File: config.mk
export PLATFORM = sky130hd
export DESIGN_NAME = fir_buf_sequencer
export DESIGN_NICKNAME = d
export VERILOG_FILES = /design/src/rtl/fir_buf_sequencer.sv
export SDC_FILE = /design/constraint.sdc
export NUM_CORES = 1
export LEC_CHECK = 0
export ABC_AREA = 1
export CORE_MARGIN = 4
export CORE_UTILIZATION = 47
export CTS_CLUSTER_SIZE = 8
export DETAILED_ROUTE_END_ITERATION = 16
export PLACE_DENSITY = 0.76
export REMOVE_ABC_BUFFERS = 1
export SKIP_LAST_GASP = 1
export SLEW_MARGIN = 20
export SYNTH_ARGS = -nofsm -noshare
export SYNTH_HDL_FRONTEND = slang
export SYNTH_SLANG_ARGS = --single-unit
File: constraint.sdc
create_clock -name clk -period 1.95 [get_ports clk]
set_clock_uncertainty 0.05 [all_clocks]
set_input_delay 0.4875 -clock clk [delete_from_list [all_inputs] [get_ports clk]]
set_output_delay 0.4875 -clock clk [all_outputs]
set_load 0.01 [all_outputs]
File: src/rtl/fir_buf_sequencer.sv
// fir_buf_sequencer: writes incoming samples into a circular dual-port sample
// RAM. Once TAPS samples have been stored, each new write is followed by a
// read pass that walks the newest TAPS samples from oldest to newest, with
// the matching coefficient index alongside.
//
// Ports:
//   clk, rst            system clock, synchronous active-high reset
//   wrt_smpl, new_smpl  single-cycle sample-store request and its data
//   mem_we/waddr/wdata  RAM write port
//   mem_raddr           RAM read address of the current tap
//   coef_addr           coefficient index of the current tap
//   sequencing          mem_raddr/coef_addr carry a valid tap
//   first_tap/last_tap  first/last tap of a pass
//   primed              TAPS samples written since reset
//   overrun             sticky: a sample was dropped
//
// Build option: define SEQ_SKID_EN to hold one colliding sample in a skid
// register instead of dropping it.
module fir_buf_sequencer #(
  parameter int unsigned DEPTH = 1536,
  parameter int unsigned TAPS  = 1021,
  parameter int unsigned AW    = 11
) (
  input  logic          clk,
  input  logic          rst,
  input  logic          wrt_smpl,
  input  logic [15:0]   new_smpl,
  output logic          mem_we,
  output logic [AW-1:0] mem_waddr,
  output logic [15:0]   mem_wdata,
  output logic [AW-1:0] mem_raddr,
  output logic [AW-1:0] coef_addr,
  output logic          sequencing,
  output logic          first_tap,
  output logic          last_tap,
  output logic          primed,
  output logic          overrun
);

  localparam int unsigned FW = $clog2(TAPS + 1);
  localparam int unsigned XW = AW + 1;
  localparam logic        ONE_TAP = (TAPS == 1);

  typedef enum logic [1:0] {IDLE, WRITE, SEQ} state_e;

  state_e        state_q;
  logic [AW-1:0] wptr_q;
  logic [FW-1:0] fill_q;
  logic          mem_we_q, seq_q, first_q, last_q, primed_q, overrun_q;
  logic [AW-1:0] waddr_q, raddr_q, coef_q;
  logic [15:0]   wdata_q;
`ifdef SEQ_SKID_EN
  logic          skid_vld_q;
  logic [15:0]   skid_q;
  logic          skid_load_d;
`endif

  logic [AW-1:0] wptr_inc_d, seq_start_d, raddr_inc_d, wr_addr_d;
  logic [XW-1:0] wptr_ext_d;
  logic          fill_full_d, seq_last_d, exit_d, go_write_d, drop_d;
  logic [15:0]   wr_data_d;

  // Pointer arithmetic; start address computed in AW+1 bits so that the
  // DEPTH correction never relies on 2^AW wrap.
  always_comb begin
    wptr_inc_d  = (wptr_q == AW'(DEPTH - 1)) ? '0 : wptr_q + AW'(1);
    wptr_ext_d  = XW'(wptr_inc_d);
    seq_start_d = (wptr_ext_d >= XW'(TAPS)) ? AW'(wptr_ext_d - XW'(TAPS))
                                            : AW'(wptr_ext_d + XW'(DEPTH) - XW'(TAPS));
    raddr_inc_d = (raddr_q == AW'(DEPTH - 1)) ? '0 : raddr_q + AW'(1);
    fill_full_d = (fill_q >= FW'(TAPS - 1));
    seq_last_d  = (coef_q == AW'(TAPS - 1));
    // A write launched from WRITE targets the pointer being advanced now.
    wr_addr_d   = (state_q == WRITE) ? wptr_inc_d : wptr_q;
    exit_d      = ((state_q == WRITE) && !fill_full_d) ||
                  ((state_q == SEQ) && seq_last_d);
  end

  // Write launch and collision handling.
  always_comb begin
    go_write_d = 1'b0;
    wr_data_d  = new_smpl;
    drop_d     = 1'b0;
`ifdef SEQ_SKID_EN
    skid_load_d = 1'b0;
`endif
    case (state_q)
      IDLE: go_write_d = wrt_smpl;
      default: begin
`ifdef SEQ_SKID_EN
        if (exit_d && skid_vld_q) begin
          go_write_d = 1'b1;
          wr_data_d  = skid_q;
          drop_d     = wrt_smpl;
        end else if (exit_d) begin
          // Skid is empty: a request in the exit cycle is written directly.
          go_write_d = wrt_smpl;
        end else if (wrt_smpl) begin
          drop_d      = skid_vld_q;
          skid_load_d = !skid_vld_q;
        end
`else
        drop_d = wrt_smpl;
`endif
      end
    endcase
  end

  // FSM and all registered outputs.
  always_ff @(posedge clk) begin
    if (rst) begin
      state_q   <= IDLE;
      wptr_q    <= '0;
      fill_q    <= '0;
      mem_we_q  <= 1'b0;
      waddr_q   <= '0;
      wdata_q   <= '0;
      raddr_q   <= '0;
      coef_q    <= '0;
      seq_q     <= 1'b0;
      first_q   <= 1'b0;
      last_q    <= 1'b0;
      primed_q  <= 1'b0;
      overrun_q <= 1'b0;
`ifdef SEQ_SKID_EN
      skid_vld_q <= 1'b0;
      skid_q     <= '0;
`endif
    end else begin
      mem_we_q <= 1'b0;
      first_q  <= 1'b0;
      if (drop_d) overrun_q <= 1'b1;
`ifdef SEQ_SKID_EN
      if (skid_load_d) begin
        skid_q     <= new_smpl;
        skid_vld_q <= 1'b1;
      end else if (exit_d) begin
        skid_vld_q <= 1'b0;
      end
`endif
      if (go_write_d) begin
        mem_we_q <= 1'b1;
        waddr_q  <= wr_addr_d;
        wdata_q  <= wr_data_d;
      end
      case (state_q)
        IDLE: if (go_write_d) state_q <= WRITE;
        WRITE: begin
          wptr_q <= wptr_inc_d;
          if (fill_q != FW'(TAPS)) fill_q <= fill_q + FW'(1);
          if (fill_full_d) begin
            primed_q <= 1'b1;
            state_q  <= SEQ;
            raddr_q  <= seq_start_d;
            coef_q   <= '0;
            seq_q    <= 1'b1;
            first_q  <= 1'b1;
            last_q   <= ONE_TAP;
          end else begin
            state_q <= go_write_d ? WRITE : IDLE;
          end
        end
        SEQ: begin
          if (seq_last_d) begin
            seq_q   <= 1'b0;
            last_q  <= 1'b0;
            state_q <= go_write_d ? WRITE : IDLE;
          end else begin
            raddr_q <= raddr_inc_d;
            coef_q  <= coef_q + AW'(1);
            last_q  <= ((coef_q + AW'(1)) == AW'(TAPS - 1));
          end
        end
        default: state_q <= IDLE;
      endcase
    end
  end

  assign mem_we     = mem_we_q;
  assign mem_waddr  = waddr_q;
  assign mem_wdata  = wdata_q;
  assign mem_raddr  = raddr_q;
  assign coef_addr  = coef_q;
  assign sequencing = seq_q;
  assign first_tap  = first_q;
  assign last_tap   = last_q;
  assign primed     = primed_q;
  assign overrun    = overrun_q;

endmodule

== Word-level counts from Yosys, hierarchy flattened ==
Index checks and enable logic that the tools add are counted.

* Register bits: 78
* Bits in writable memories: 0
* Word-level logic and storage cells: 68
* Bits in latches: 0
* Memories: 0
* Input bits: 19
* Output and inout bits: 55
* ROM bits: 0

* Reduce and logical (&&, ||, !) cells: 9
* Div/mod/pow operators: 0
* Multipliers: 0
* Muxes and demuxes: 25
* Shift-type cells: 0
* Equal/unequal tests: 11
* Bitwise operators: 1
* Add/subtract/negate cells: 7
* Order comparisons: 2

{| class="wikitable"
|+ Operator list
! kind !! number
|-
| 11-bit 2-to-1 mux || 8
|-
| 11-bit one-hot mux with 2 select lines || 2
|-
| 11-bit by 1-bit adder with 11-bit output (second input constant) || 3
|-
| 11-bit by 10-bit == test with 1-bit output (second input constant) || 2
|-
| 11-bit == test (second input constant) || 2
|-
| 11-bit by 10-bit subtractor with 11-bit output (second input constant) || 2
|-
| 11-bit adder (second input constant) || 1
|-
| 11-bit by 10-bit >= comparator with 1-bit output (second input constant) || 1
|-
| 10-bit by 1-bit adder with 10-bit output (second input constant) || 1
|-
| 10-bit >= comparator (second input constant) || 1
|-
| 10-bit != test (second input constant) || 1
|-
| 1-bit 2-to-1 mux || 9
|-
| 2-bit != test (second input constant) || 4
|-
| 2-bit AND reduction || 4
|-
| 2-bit 2-to-1 mux || 3
|-
| 2-bit one-hot mux with 3 select lines || 1
|-
| 3-bit AND reduction || 2
|-
| 1-bit one-hot mux with 2 select lines || 2
|-
| 2-bit by 1-bit == test with 1-bit output (second input constant) || 1
|-
| 2-bit == test (second input constant) || 1
|-
| 2-bit zero test || 1
|-
| 2-bit nonzero test || 1
|-
| 2-bit OR reduction || 1
|-
| 1-bit inverter || 1
|}

== Depth between registers and ports, before layout ==
* Depth in word-level cells: 7
* Gate-level depth with buffers: 16
* Gate-level depth less buffers: 16

== Least setup slack after synthesis ==
OpenSTA, ideal clock, no wires.

* Path type: reg2reg
* Start point: register wptr_q[1]
* End point: register raddr_q[10], in the netlist mem_raddr[10]
* Cell stages (with the launch flop): 17
* Path buffers: 0
* Library setup time: 122 ps
* Slack: 106 ps
* Data required time: 1778 ps
* Data arrival time: 1673 ps
* Cells stage by stage: dfxtp_1 > ha_1 > nand2_1 > inv_1 > nor2_4 > inv_2 > or2_4 > nor2_8 > nand3_1 > nand2_1 > inv_1 > nand2_1 > nand2_1 > nand2_1 > nand2_1 > nand2_1 > a21oi_2

* Longest elaborated chain between the ends: 7
* Elaborated cells between the ends (all ways): 10

{| class="wikitable"
|+ Ends and longest elaborated chain
! what !! line !! RTL
|-
| start: declaration || 47 || <nowiki>logic [AW-1:0] wptr_q;</nowiki>
|-
| start signal: assignment || 149 || <nowiki>wptr_q <= wptr_inc_d;</nowiki>
|-
| 11-bit by 1-bit adder with 11-bit output / 11-bit == test (equally long branches) || 66 || <nowiki>wptr_inc_d = (wptr_q == AW'(DEPTH - 1)) ? '0 : wptr_q + AW'(1);</nowiki>
|-
| 11-bit 2-to-1 mux (*) || 66 ||
|-
| 11-bit adder || 69 || <nowiki>: AW'(wptr_ext_d + XW'(DEPTH) - XW'(TAPS));</nowiki>
|-
| 11-bit by 10-bit subtractor with 11-bit output || 69 ||
|-
| 11-bit 2-to-1 mux (*) || 68 || <nowiki>seq_start_d = (wptr_ext_d >= XW'(TAPS)) ? AW'(wptr_ext_d - XW'(TAPS))</nowiki>
|-
| 11-bit 2-to-1 mux (*) || 151 || <nowiki>if (fill_full_d) begin</nowiki>
|-
| 11-bit one-hot mux with 2 select lines (*) || 146 || <nowiki>case (state_q)</nowiki>
|-
| end signal: assignment || 154 || <nowiki>raddr_q <= seq_start_d;</nowiki>
|-
| end signal: assignment || 169 || <nowiki>raddr_q <= raddr_inc_d;</nowiki>
|-
| end: declaration || 50 || <nowiki>logic [AW-1:0] waddr_q, raddr_q, coef_q;</nowiki>
|}

Every way passes the cells marked *; elsewhere a longest branch is shown, timed or not. The select of a mux whose other input is x is not followed.
A chain may end at the register's enable or synchronous reset.

== Worst setup path in the final report ==
Same ends and word-level chain as after synthesis.

==> results.txt <==
Outcome -> finished clean
Global Route Usage Sum -> 0.199
Post-DP HPWL -> 7210 um
Port Buffer Count -> 73
Post-CTS Hold Fix Bufs -> 0
Top FF cell, synth -> dfxtp_1
Area grow syn2layout -> 34.4%
Row cnt -> 33
Post-synthesis sequential area ratio -> 0.390
Combinational share of power -> 0.131
Largest net degree at the start of global routing -> 36
Initial core utilization -> 0.485
Fraction of final layout cells sized beyond drive strength 1 -> 0.148
Nets -> 688
CP Capture Type -> flip-flop
Hold Crit Class -> flip-flop to flip-flop
Tmin final -> 1.95 ns
Sequential share of power -> 0.465
FMAX -> 513 MHz
Via count -> 4039
Worst setup SP type -> flip-flop
Mean Syn Cell Area -> 7.02 sq um
Net Sw Frac -> 0.253
Slew HR -> 0.758
Ant. Diodes -> 0
Worst path most repeated cell -> nand2_1
Fin util -> 0.652
Leak -> 2.12 nW
CORE AREA -> 8260 sq um
Pwr Total -> 0.00367 W
Die height -> 100 um
CP Cell Sequence -> ha_4 -> nand2_2 -> inv_1 -> nor2_4 -> inv_2 -> or2_4 -> nor2_8 -> nand3_2 -> nand2_1 -> inv_1 -> nand2_1 -> nand2_1 -> nand2_1 -> nand2_1 -> nand2_1 -> a21oi_2
Post-synth cell types -> 42
Global-route wire length before repair -> 16600 um
H-tree depth -> 3
GRT overflow -> 0
Via-to-Cell Ratio -> 5.25
Slew of the pin with the lowest slew margin -> 0.362 ns
Synth async-reset ratio -> 0
Post-synth EDFFs -> 0
CTS tree -> built
DR pass1 iterations -> 5
# IOs -> 74
CP arrival -> 2.14 ns
Top post-synthesis cells by area -> dfxtp_1, nor2_1, nand2_1, o21ai_0, inv_1
Wirelength per Cell -> 13.5 um
Max rail drop VDD -> 565 uV
CTS Buf Count -> 9
GP Congestion -> 0.907
DRT antenna net count -> 0
Final WS setup -> 0.0000768 ns
Power Dens Cells -> 681 nW/um^2
Clock slew at reported path FFs -> 0.09 ns
Final setup vio count -> 0
Clock power frac -> 0.404
Final worst path period share -> 1.00
Final Hold Viols -> 0
Die area -> 10100 sq um
TritonCTS Sinks -> 78
RSZ-0062 raised after global routing -> true
Max-slew violation count -> 0
Maxcap violations -> 0
Worst-Skew Late Latency -> 0.35 ns
Required time at the worst-slack endpoint -> 2.14 ns
Total net switching power -> 0.000929 W
Starting DRC count in detailed routing -> 196
Syn Std Cell Area -> 4010 sq um
Synth top area share -> 0.390
CP max-delay cell -> dfxtp_2
Vias in the first global route -> 3729
Yosys top cell by area -> dfxtp_1
Clock Path Buffers -> 2
Seq cells post-synth -> 78
Internal power -> 0.00274 W
Max incr delay on CP -> 0.35 ns
Final-layout fill cell count -> 720
Initial antenna violation count -> 0
Die W -> 100 um
Critical Path Fanout Max -> 6
Drt drc -> 0
Dpl ws -> -0.0292 ns
Final WL -> 10400 um
Crit path buf inv count -> 3
Syn. warnings -> 0
Delay-heaviest family, CP -> simple AND/OR/NAND/NOR gates
Synth Instances -> 571
Crit path kind -> flip-flop to flip-flop
TNS Setup -> 0 ns
Clock root cell -> clkbuf_8
state kept, by name, indices dropped and copies added (netlist names), 2 cells and up:
register and flops:
state_q 2, mem_raddr 11, mem_waddr 11, fill_q 10, coef_addr 11, wptr_q 11, mem_wdata 16
power groups by stage:
stage	sequential, W	clock (W)	combinational [W]
6_report	0.00170	0.00148	0.000482
5_1_grt	0.00171	0.00157	0.000530
4_1_cts	0.00170	0.00151	0.000454
3_5_place_dp	0.00174	0	0.000447
3_3_place_gp	0.00173	0	0.000437
2_1_floorplan	0.00176	0	0.000198
worst min-delay path: stages (launching register included):
cell	delay [ns]
dfxtp_1	0.31
nand2_1	0.06
a21oi_1	0.06
per-layer routing:
metal / global-route usage / vias to the layer above / share of wire
li1: - / 2036 / -
met5: 0 / - / 0
met1: 0.255 / 1839 / 0.43
met4: 0.0539 / 0 / 0.013
met3: 0.0591 / 16 / 0.076
met2: 0.327 / 148 / 0.48
worst paths after layout:
path / start / depth (start not counted) / slack (ns) / end
setup / recovery: wptr_q[1]$_SDFF_PP0_ / 16 / 0.00008 / mem_raddr[10]$_SDFFE_PP0P_
hold / removal: mem_waddr[3]$_SDFFE_PP0P_ / 2 / 0.42 / mem_waddr[3]$_SDFFE_PP0P_
setup reg to reg: wptr_q[1]$_SDFF_PP0_ / 16 / 0.00008 / mem_raddr[10]$_SDFFE_PP0P_
hold reg to reg: mem_waddr[3]$_SDFFE_PP0P_ / 2 / 0.42 / mem_waddr[3]$_SDFFE_PP0P_
synth_stat cells, types with 4 or more instances:
master,n
nand3_2,5
o22ai_1,4
nand2_1,91
ha_1,10
a21oi_1,38
nor2_2,5
nand4_1,10
o21ai_0,60
xor2_1,10
nor2_1,92
inv_1,67
nand3_1,27
nand2_2,6
clkbuf_1,14
a31oi_1,9
dfxtp_1,78
nor3_1,8
buf_2,4
final cells by class:
class,count,area [sq um],area share
clock buffers,11,131,0.0244
repair buffers,97,940,0.175
flip-flops and latches,78,1570,0.291
inverters,70,263,0.0488
multi-input cells,403,2240,0.417
clock inverters,5,106,0.0198
well taps,105,131,0.0244
placed cells by master, fill, tap and decap left out, drive strengths merged, types with 2 or more instances in the layout:
master | Yosys | routed
nor2 | 101 | 101
nand2 | 97 | 97
dfxtp | 78 | 78
clkdlybuf4s50 | 0 | 73
inv | 69 | 70
o21ai | 62 | 62
a21oi | 40 | 40
nand3 | 33 | 33
buf | 6 | 24
xor2 | 11 | 11
clkbuf | 14 | 11
nand4 | 10 | 10
ha | 10 | 10
a31oi | 9 | 9
nor3 | 9 | 9
o22ai | 4 | 4
nand3b | 3 | 3
bufinv | 0 | 3
or2 | 3 | 3
a211oi | 2 | 2
o21a | 2 | 2
stage by stage:
step / area, sq um / hold WS, ns / instances
finish: 5380 / 0.424 / 769
global route: 5380 / 0.456 / 769
CTS: 5210 / 0.424 / 766
detailed placement: 4960 / 0.409 / 750
global placement: 4960 / 0.396 / 750
floorplan: 3920 / 0.385 / 551
repair_timing:
action	in CTS	in global routing
pin swaps	0	6
setup buffers	0	3
endpoints found under the setup margin	2	22
cloned	0	0
gates resized for setup	4	35
logic make-up (layout without fill, tap and decap cells):
logic type / after synthesis / in the layout / synth area share
adders and majority gates: 10 / 10 / 0.0312
AOI/OAI and AO/OA: 124 / 124 / 0.169
and+or+nand+nor: 257 / 257 / 0.293
xor gates and xnor gates: 12 / 12 / 0.0281
buffers and inverters: 90 / 183 / 0.0884
DFF: 78 / 78 / 0.390
No activity file was read; power rests on OpenSTA's default activity.
